### src/rtl/serial_paralelo_pkg.sv
// Shared comma/lock definitions for the serializer and deserializer.
// Both ends import this so the comma symbol cannot drift apart.
package serial_paralelo_pkg;

  localparam logic [7:0] COMMA_DEF     = 8'hBC;
  localparam int         BC_NEEDED_DEF = 4;

  typedef enum logic [1:0] {
    SEARCH  = 2'd0,
    LOCKING = 2'd1,
    SYNC    = 2'd2
  } state_e;

endpackage

### src/rtl/serial_paralelo.sv
// Serial-to-byte deserializer with comma-based bit alignment.
// Slides bit by bit until a comma appears, then locks on byte boundaries.
module serial_paralelo
  import serial_paralelo_pkg::*;
#(
  parameter logic [7:0] COMMA     = COMMA_DEF,
  parameter int         BC_NEEDED = BC_NEEDED_DEF
) (
  input  logic       clk_32f,
  input  logic       reset,
  input  logic       data_in,
  output logic [7:0] data_out,
  output logic       valid_out,
  output logic       byte_stb,
  output logic       active
);

  localparam int BCW = $clog2(BC_NEEDED + 1);
  localparam logic [BCW-1:0] BC_TGT = BCW'(BC_NEEDED);

  state_e         state_q;
  logic [7:0]     sr_q;
  logic [2:0]     bit_cnt_q;
  logic [BCW-1:0] bc_cnt_q;
  logic [7:0]     data_q;
  logic           valid_q;
  logic           stb_q;
  logic           active_q;

  logic [7:0]     win_d;
  logic           is_comma;
  logic           bnd;
  logic [BCW-1:0] bc_inc;

  always_comb begin
    win_d    = {sr_q[6:0], data_in};
    is_comma = (win_d == COMMA);
    bnd      = (bit_cnt_q == 3'd7);
    bc_inc   = bc_cnt_q + 1'b1;
  end

  always_ff @(posedge clk_32f) begin
    if (reset) begin
      state_q   <= SEARCH;
      sr_q      <= 8'h00;
      bit_cnt_q <= 3'd0;
      bc_cnt_q  <= '0;
      data_q    <= 8'h00;
      valid_q   <= 1'b0;
      stb_q     <= 1'b0;
      active_q  <= 1'b0;
    end else begin
      sr_q  <= win_d;
      stb_q <= 1'b0;
      unique case (state_q)
        SEARCH: begin
          valid_q <= 1'b0;
          if (is_comma) begin
            bit_cnt_q <= 3'd0;
            bc_cnt_q  <= BCW'(1);
            if (BC_TGT <= BCW'(1)) begin
              state_q  <= SYNC;
              active_q <= 1'b1;
            end else begin
              state_q <= LOCKING;
            end
          end
        end
        LOCKING: begin
          valid_q   <= 1'b0;
          bit_cnt_q <= bit_cnt_q + 3'd1;
          if (bnd) begin
            if (is_comma) begin
              bc_cnt_q <= bc_inc;
              if (bc_inc == BC_TGT) begin
                state_q  <= SYNC;
                active_q <= 1'b1;
              end
            end else begin
              state_q  <= SEARCH;
              bc_cnt_q <= '0;
            end
          end
        end
        SYNC: begin
          bit_cnt_q <= bit_cnt_q + 3'd1;
          if (bnd) begin
            stb_q <= 1'b1;
            if (is_comma) begin
              valid_q <= 1'b0;
            end else begin
              valid_q <= 1'b1;
              data_q  <= win_d;
            end
          end
        end
        default: begin
          state_q <= SEARCH;
        end
      endcase
    end
  end

  assign data_out  = data_q;
  assign valid_out = valid_q;
  assign byte_stb  = stb_q;
  assign active    = active_q;

endmodule
### config.mk
export PLATFORM = sky130hd
export DESIGN_NAME = serial_paralelo
export DESIGN_NICKNAME = d
export VERILOG_FILES = /design/src/rtl/serial_paralelo_pkg.sv /design/src/rtl/serial_paralelo.sv
export SDC_FILE = /design/constraint.sdc
export NUM_CORES = 1
export LEC_CHECK = 0
export BUFFER_PORTS_ARGS = -buffer_cell sky130_fd_sc_hd__buf_2
export CAP_MARGIN = 30
export CORE_MARGIN = 5
export CORE_UTILIZATION = 35
export CTS_BUF_LIST = sky130_fd_sc_hd__clkbuf_8
export DETAILED_ROUTE_END_ITERATION = 10
export PLACE_DENSITY_LB_ADDON = 0.25
export SYNTH_ARGS = -nofsm -noshare
export SYNTH_HDL_FRONTEND = slang
export SYNTH_SLANG_ARGS = --single-unit
### constraint.sdc
create_clock -name clk_32f -period 1.8 [get_ports clk_32f]
set_input_delay 0.18 -clock clk_32f [delete_from_list [all_inputs] [get_ports clk_32f]]
set_output_delay 0.18 -clock clk_32f [all_outputs]
set_load 0.05 [all_outputs]
==> reports/results.tsv, run 1 <==
metric	value	unit
fin_setup_tns	0	ns
avgSynthCellArea	9.768	um^2
top_layer_used	met4	
cp-startpoint	state_q[0]	
synth_flop_cell	dfxtp_1	
dr_wl_met3	97	um
synth_area_leaders	dfxtp_1, mux2i_1, ha_1, nor2_1, nor2b_1	
grt_pass1_vias	822	
instances_no_fill	173	
antenna_left	0	
critPathCapture	bc_cnt_q[0]	
grt_max_degree	28	
initial_core_util	36.48	%
hpwl	1500	um
peakVddDrop	0.5773	mV
drc_errors	0	
cp_max_fo	9	
synth_fp_nets	124	
fmax	582.7	MHz
drtIter0Drc	50	
hold_path_class	input port to flip-flop	
reg2reg_slack	0.08	ns
wl_per_cell	11.84	um
synthTopCellsByCount	dfxtp_1, nor2_1, mux2i_1, nor2b_1	
ys_seq_area_share	46.74	%
yosysMostFrequentCell	dfxtp_1	
cts_tree	built	
h-tree-depth	1	
cts.sinks	26	
cts-root-buf	clkbuf_8	
async_reset_ff_share	0	%
setup_viol	0	
grt_pass1_wl	3663	um
ys.warnings.count	0	
cp.arrival	1.89	ns
die_y	66.41	um
cp-start-kind	flip-flop	
antenna_found_initial	0	
tightest_slew	0.4558	ns
fin_crit	1.716	ns
std_cell_rows	20	
p_leak	0.5062	nW
synth_edf_count	0	
io_pins	14	
dpl.cell_count	169	
yosysTopAreaCellShare	46.74	%
fill_cells	331	
required	1.97	ns
syn-instance-count	114	
grt.total_usage	10.92	%
drv_cap	0	
die_area	4410	um^2
cts.path.max_buffers	2	
drt_wl_total	2049	um
path_class	flip-flop to flip-flop	
fin_skew	0.003524	ns
syn2layout_area_growth	15.84	%
cellPowerDensity	748.9	nW/um^2
diodes	0	
cts_hold_buf	0	
grt-ovfl-total	0	
m1WireLength	1072	um
place.gp.congestion	0.7694	
status	completed	
synthDistinctLibCells	30	
cts_buffers	3	
routed_via_density	4.798	
core_area	3053	um^2
synth-seq-cells	26	
finalHoldViolations	0	
dr.pass1.iters	4	
min_from	data_in	
layout.area.seq	520.5	um^2
layout-drive-gt1-share	17.83	%
die_w	66.41	um
via_count	830	
fin_nets	140	
clock_latency	0.27	ns
routed-wl-met2	847	um
drv_slew	0	
synth_area	1114	um^2
rsz0062_at_grt	false	
synth_largest_area_cell	dfxtp_1	
period_share	95.35	%
path_clk_slew	0.09	ns
multi_input_area	568.0	um^2
worstSetupEndpointType	flip-flop	
port_buffers	13	
timing.slew.headroom	69.62	%
r2r-end	bc_cnt_q[0]	
ff2ff_path_depth	5	
reg2reg_from	state_q[0]	
how the worst min path moves through the flow:
stage	to	depth (start not counted)
after CTS	sr_q[0]	2
after detailed placement	sr_q[0]	2
after global placement	sr_q[0]	2
after floorplan	sr_q[0]	1
final	sr_q[0]	2
after global routing	sr_q[0]	2
metrics by stage:
step / util [%] / cell area, um^2 / total power [mW] / worst slack [ns] / hold WS [ns]
2_1_floorplan: - / 1114 / 0.6064 / 0.2078 / 0.3082
3_3_place_gp: 40.37 / 1232 / 0.6111 / 0.1583 / 0.4314
3_5_place_dp: 40.37 / 1232 / 0.6114 / 0.1063 / 0.4571
4_1_cts: 42.17 / 1287 / 0.9876 / 0.09241 / 0.1644
5_1_grt: 42.25 / 1290 / 1.012 / 0.01453 / 0.1767
6_report: 42.25 / 1290 / 0.9661 / 0.08372 / 0.1720
power by group:
group	switching, mW	internal, mW	leakage [nW]
Sequential	0.00282	0.578	0.210
Combinational	0.0104	0.00607	0.267
Clock	0.173	0.195	0.0288
Total	0.187	0.779	0.506
timing repair:
item                                    4_1_cts  5_1_grt
endpoints found under the setup margin        0        1
resized for setup                             0        1
buffers inserted                              0        0
cell families after synthesis:
logic type	after synthesis	share of synthesized area (%)
mux	9	8.090
buf+inv	7	2.471
compound gates	20	11.12
flops	26	46.74
xor+xnor	1	0.7867
simple gates	44	22.92
fa+ha+maj	7	7.865
placed cells by master, fill, tap and decap left out, types with 3 or more instances in the layout:
cell type,n
a21oi_1,7
buf_2,13
clkbuf_8,4
dfxtp_1,26
ha_1,6
inv_1,3
mux2i_1,9
nand2b_1,3
nor2_1,14
nor2b_1,8
nor3_1,3
o21ai_0,5
per-layer routing:
layer / track usage (%) / vias up
met5: 0 / -
met4: 4.569 / 0
met3: 3.741 / 2
met2: 16.23 / 15
met1: 14.21 / 381
li1: - / 432
cell type report:
class,count,share of cell area [%]
clock buffers,4,4.268
well taps,44,4.268
flip-flops and latches,26,40.35
repair buffers,15,6.208
multi-input cells,81,44.03
inverters,3,0.8729
registers in the layout, summed over array words and instances, names as in the netlist:
signal / count
active: 1
bc_cnt_q: 3
state_q: 2
bit_cnt_q: 3
byte_stb: 1
data_out: 8
valid_out: 1
sr_q: 7
critical path: stages, from the launching register on:
cell and delay, ns:
dfxtp_1 0.36, inv_1 0.07, ha_1 0.26, a21boi_2 0.23
or4_1 0.52, and3b_1 0.19
Note: power is estimated with default switching activity, not from simulation.
==> inputs of run 2 (changes only) <==
--- a/config.mk
+++ b/config.mk
@@ -8,7 +8,7 @@
 export BUFFER_PORTS_ARGS = -buffer_cell sky130_fd_sc_hd__buf_2
 export CAP_MARGIN = 30
 export CORE_MARGIN = 5
-export CORE_UTILIZATION = 35
+export CORE_UTILIZATION = 58
 export CTS_BUF_LIST = sky130_fd_sc_hd__clkbuf_8
 export DETAILED_ROUTE_END_ITERATION = 10
 export PLACE_DENSITY_LB_ADDON = 0.25
==> reports/results.tsv, run 2 (synthesized netlist as in run 1, its figures left out) <==
metric	value	unit	change
dpl.cell_count	150		-11%
drv_slew	0		unchanged
die_area	2896	um^2	-34%
routed_via_density	5.695		+19%
fin_nets	140		unchanged
cts_hold_buf	0		unchanged
cts-root-buf	clkbuf_8		
fin_ws	0.09225	ns	+0.008529 ns
grt.total_usage	18.36	%	+7.4 points
grt-ovfl-total	0		unchanged
fin_setup_tns	0	ns	unchanged
cts.path.max_buffers	2		unchanged
p_sw	0.1953	mW	+4.6%
std_cell_rows	15		-25%
antenna_found_initial	0		unchanged
dp_slack	0.1020	ns	-0.004392 ns
diodes	0		unchanged
layout-drive-gt1-share	18.60	%	+0.78 points
grt_max_degree	28		unchanged
grt_pass1_vias	864		+5.1%
path_clk_slew	0.09	ns	about the same
reg2reg_slack	0.09	ns	about the same
drv_cap	0		unchanged
rsz0062_at_grt	false		
period_share	94.87	%	-0.47 points
cp.arrival	1.91	ns	+0.02 ns
antenna_left	0		unchanged
drtIter0Drc	13		-74%
cp-start-kind	flip-flop		
clock_latency	0.27	ns	about the same
hpwl	1560	um	+4.0%
peakVddDrop	0.5544	mV	-4.0%
timing.slew.headroom	67.81	%	-1.8 points
fin_skew	0.005852	ns	+0.002328 ns
place.gp.congestion	0.8731		+13%
port_buffers	13		unchanged
cp_max_fo	5		-4
initial_core_util	62.46	%	+26 points
die_y	53.82	um	-19%
finalHoldViolations	0		unchanged
path_class	flip-flop to flip-flop		
fin_crit	1.708	ns	-0.008529 ns
layout_common_cells	dfxtp_1, nor2_1, buf_2		
io_pins	14		unchanged
p_leak	0.5121	nW	+1.2%
h-tree-depth	1		unchanged
drt_wl_total	2209	um	+7.8%
hold_path_class	input port to flip-flop		
tightest_slew	0.4778	ns	+0.02202 ns
power.internal	0.8820	mW	+13%
setup_viol	0		unchanged
syn2layout_area_growth	15.39	%	
via_count	877		+5.7%
power	1.077	mW	+12%
cts_tree	built		
seq_power_share	54.0	%	-6.1 points
largest_register_ffs	8		unchanged
fmax	585.6	MHz	+0.50%
p_clk_share	44.5	%	+6.3 points
required	2.00	ns	+0.03 ns
worstSetupEndpointType	flip-flop		
drc_errors	0		unchanged
status	completed		
instances_no_fill	154		-11%
cts_buffers	3		unchanged
wl_per_cell	14.34	um	+21%
final_common_cell	dfxtp_1		
cts.sinks	26		unchanged
die_w	53.82	um	-19%
switching_share	18.13	%	-1.2 points
core_area	1783	um^2	-42%
grt_pass1_wl	3822	um	+4.3%
comb_power_share	1.5	%	-0.2 points
cellPowerDensity	838.3	nW/um^2	+12%
dr.pass1.iters	4		unchanged
[run 2: metrics by stage]
step / cell area (um^2) / hold slack (ns) / utilization (%)
5_1_grt: 1285 / 0.1891 / 72.07
4_1_cts: 1280 / 0.1769 / 71.79
3_3_place_gp: 1209 / 0.4430 / 67.79
2_1_floorplan: 1114 / 0.3082 / -
6_report: 1285 / 0.1664 / 72.07
3_5_place_dp: 1209 / 0.4576 / 67.79
[run 2: critical path, cell delays in order (launching register included)]
cell,delay (ns)
dfxtp_1,0.38
inv_1,0.08
ha_1,0.24
inv_1,0.11
nor3_1,0.10
a2111oi_1,0.49
mux2i_1,0.24
[run 2: cell type report]
cell class,instances,area [um^2]
Multi-Input combinational cell,81,570.5
Sequential cell,26,520.5
Fill cell,142,498.0
Timing Repair Buffer,15,80.08
Clock buffer,3,41.29
Tap cell,25,31.28
Clock inverter,1,30.03
Inverter,3,11.26
[run 2: path summary, 6_finish.rpt]
path	end	cells after the start	start
worst min-delay path	sr_q[0]	2	data_in
worst max-delay path	state_q[0]	6	state_q[1]
worst min register to register	active	2	active
worst max register to register	state_q[0]	6	state_q[1]
[run 2: repair_timing]
item | CTS | global route
buffers inserted | 0 | 0
resized for setup | 0 | 2
endpoints found under the setup margin | 0 | 3
[run 2: per-layer routing]
layer  global-route usage, %  part of all wire (%)  vias up
met4                   8.936                   1.8        0
met1                   22.49                    47      415
li1                        -                     -      440
met3                   4.155                   5.6        4
met2                   30.04                    45       18
met5                       0                     0        -
[run 2: power by group through the flow]
stage	combinational [mW]	clock, mW	sequential, mW
2_1_floorplan	0.0127	0	0.594
3_3_place_gp	0.0163	0	0.595
3_5_place_dp	0.0166	0	0.595
4_1_cts	0.0165	0.479	0.582
5_1_grt	0.0183	0.512	0.582
6_report	0.0164	0.479	0.582
==> inputs of run 3 (changes only) <==
--- a/config.mk
+++ b/config.mk
@@ -7,7 +7,7 @@
 export LEC_CHECK = 0
 export BUFFER_PORTS_ARGS = -buffer_cell sky130_fd_sc_hd__buf_2
 export CAP_MARGIN = 30
-export CORE_MARGIN = 5
+export CORE_MARGIN = 8
 export CORE_UTILIZATION = 58
 export CTS_BUF_LIST = sky130_fd_sc_hd__clkbuf_8
 export DETAILED_ROUTE_END_ITERATION = 10
==> reports/results.tsv, run 3 (synthesized netlist as in run 1, its figures left out) <==
metric	value	unit	change
final_common_cell	dfxtp_1		
core_area	1882	um^2	+5.5%
grt_max_degree	28		unchanged
h-tree-depth	1		unchanged
fin_skew	0.002104	ns	-0.003748 ns
cts.sinks	26		unchanged
grt-ovfl-total	0		unchanged
fill_cells	153		+7.7%
drv_slew	0		unchanged
dr.pass1.iters	5		+1
via_count	864		-1.5%
cts_setup_buffers	0		unchanged
place.gp.congestion	0.7958		-8.9%
gr-usage-met1	16.04	%	-6.4 points
path_clk_slew	0.09	ns	about the same
grt_pass1_wl	3719	um	-2.7%
layout_common_cells	dfxtp_1, nor2_1, buf_2		
dp_slack	0.09488	ns	-0.007080 ns
crit_chain	inv_1 -> ha_1 -> a21boi_2 -> or4_1 -> and3b_1		
routed_via_density	5.538		-2.7%
cts-root-buf	clkbuf_8		
cts.path.max_buffers	2		unchanged
antenna_found_initial	0		unchanged
required	1.96	ns	-0.04 ns
fmax	575.1	MHz	-1.8%
met3_usage	3.226	%	-0.93 points
largest_register_ffs	8		unchanged
cp_max_fo	9		+4
drc_errors	0		unchanged
hpwl	1517	um	-2.8%
fin_nets	140		unchanged
io_pins	14		unchanged
diodes	0		unchanged
path_class	flip-flop to flip-flop		
fin_crit	1.739	ns	+0.03108 ns
hold_slack	0.1672	ns	+0.0008440 ns
setup_viol	0		unchanged
slowest_delay	0.51	ns	+0.02 ns
cellPowerDensity	835.2	nW/um^2	-0.37%
tightest_slew	0.4935	ns	+0.01571 ns
busiest_layer	met2		
initial_core_util	59.18	%	-3.3 points
hold_path_class	input port to flip-flop		
clock_latency	0.27	ns	about the same
cts_buffers	3		unchanged
cp-start-kind	flip-flop		
multi_input_area	565.5	um^2	-0.88%
drt_wl_total	2131	um	-3.5%
grt_pass1_vias	862		-0.23%
drv_cap	0		unchanged
die_w	59.82	um	+11%
peakVddDrop	0.5991	mV	+8.1%
status	completed		
wl_per_cell	13.66	um	-4.8%
period_share	96.60	%	+1.7 points
cts_tree	built		
rsz0062_at_grt	true		
syn2layout_area_growth	15.17	%	
worstSetupEndpointType	flip-flop		
std_cell_rows	16		+1
finalHoldViolations	0		unchanged
die_y	59.82	um	+11%
use_met2	21.08	%	-9.0 points
cp.arrival	1.90	ns	about the same
fin_ws	0.06117	ns	-0.03108 ns
port_buffers	13		unchanged
slowest_stage	or4_1		
antenna_left	0		unchanged
p_leak	0.5163	nW	+0.81%
timing.slew.headroom	66.85	%	-0.96 points
layout-drive-gt1-share	17.05	%	-1.6 points
grt.total_usage	13.30	%	-5.1 points
drtIter0Drc	23		+10
die_area	3578	um^2	+24%
layout.area.seq	520.5	um^2	unchanged
run 3: repair_timing:
action / in CTS / in global routing
gates resized for setup: 0 / 0
hold buffers: 0 / 0
endpoints found under the setup margin: 0 / 3
run 3: path summary, 6_finish.rpt:
path,from,end,slack [ns],cells past startpoint
worst max-delay path,state_q[0],bc_cnt_q[0],0.06,5
worst min-delay path,data_in,sr_q[0],0.17,2
worst max register to register,state_q[0],bc_cnt_q[0],0.06,5
worst min register to register,active,active,0.48,2
run 3: layout make-up:
type	count	share of cell area, %
Clock buffer	3	3.220
Tap cell	27	2.634
Timing Repair Buffer	15	6.244
Sequential cell	26	40.59
Inverter	3	0.8780
Multi-Input combinational cell	81	44.10
Clock inverter	1	2.341
run 3: through the flow:
step	instance area [um^2]	TNS, ns	cells	utilization, %	power (mW)
floorplan	1114	0	114	-	0.6064
global placement	1211	0	152	64.36	0.6108
detailed placement	1211	0	152	64.36	0.6110
CTS	1282	0	156	68.15	1.079
global route	1282	-0.08219	156	68.15	1.107
finish	1282	0	156	68.15	1.071
run 3: report_power, final:
part	leakage, nW	switching, mW	total (mW)	internal (mW)
clock network	0.0357	0.176	0.473	0.297
logic	0.271	0.0105	0.0165	0.00608
registers	0.210	0.00325	0.581	0.578
run 3: metal layers:
| layer | part of all wire, % | up-vias |
|---|---|---|
| met4 | 1.8 | 0 |
| li1 | - | 438 |
| met1 | 47 | 400 |
| met5 | 0 | - |
| met3 | 5.2 | 5 |
| met2 | 46 | 21 |
run 3: critical path, delay by kind of cell (launching register included):
kind / cells / cell delay, ns
AOI/OAI and AO/OA: 1 / 0.23
adders and majority gates: 1 / 0.26
buffers and inverters: 1 / 0.07
and+or+nand+nor: 2 / 0.71
DFF: 1 / 0.36
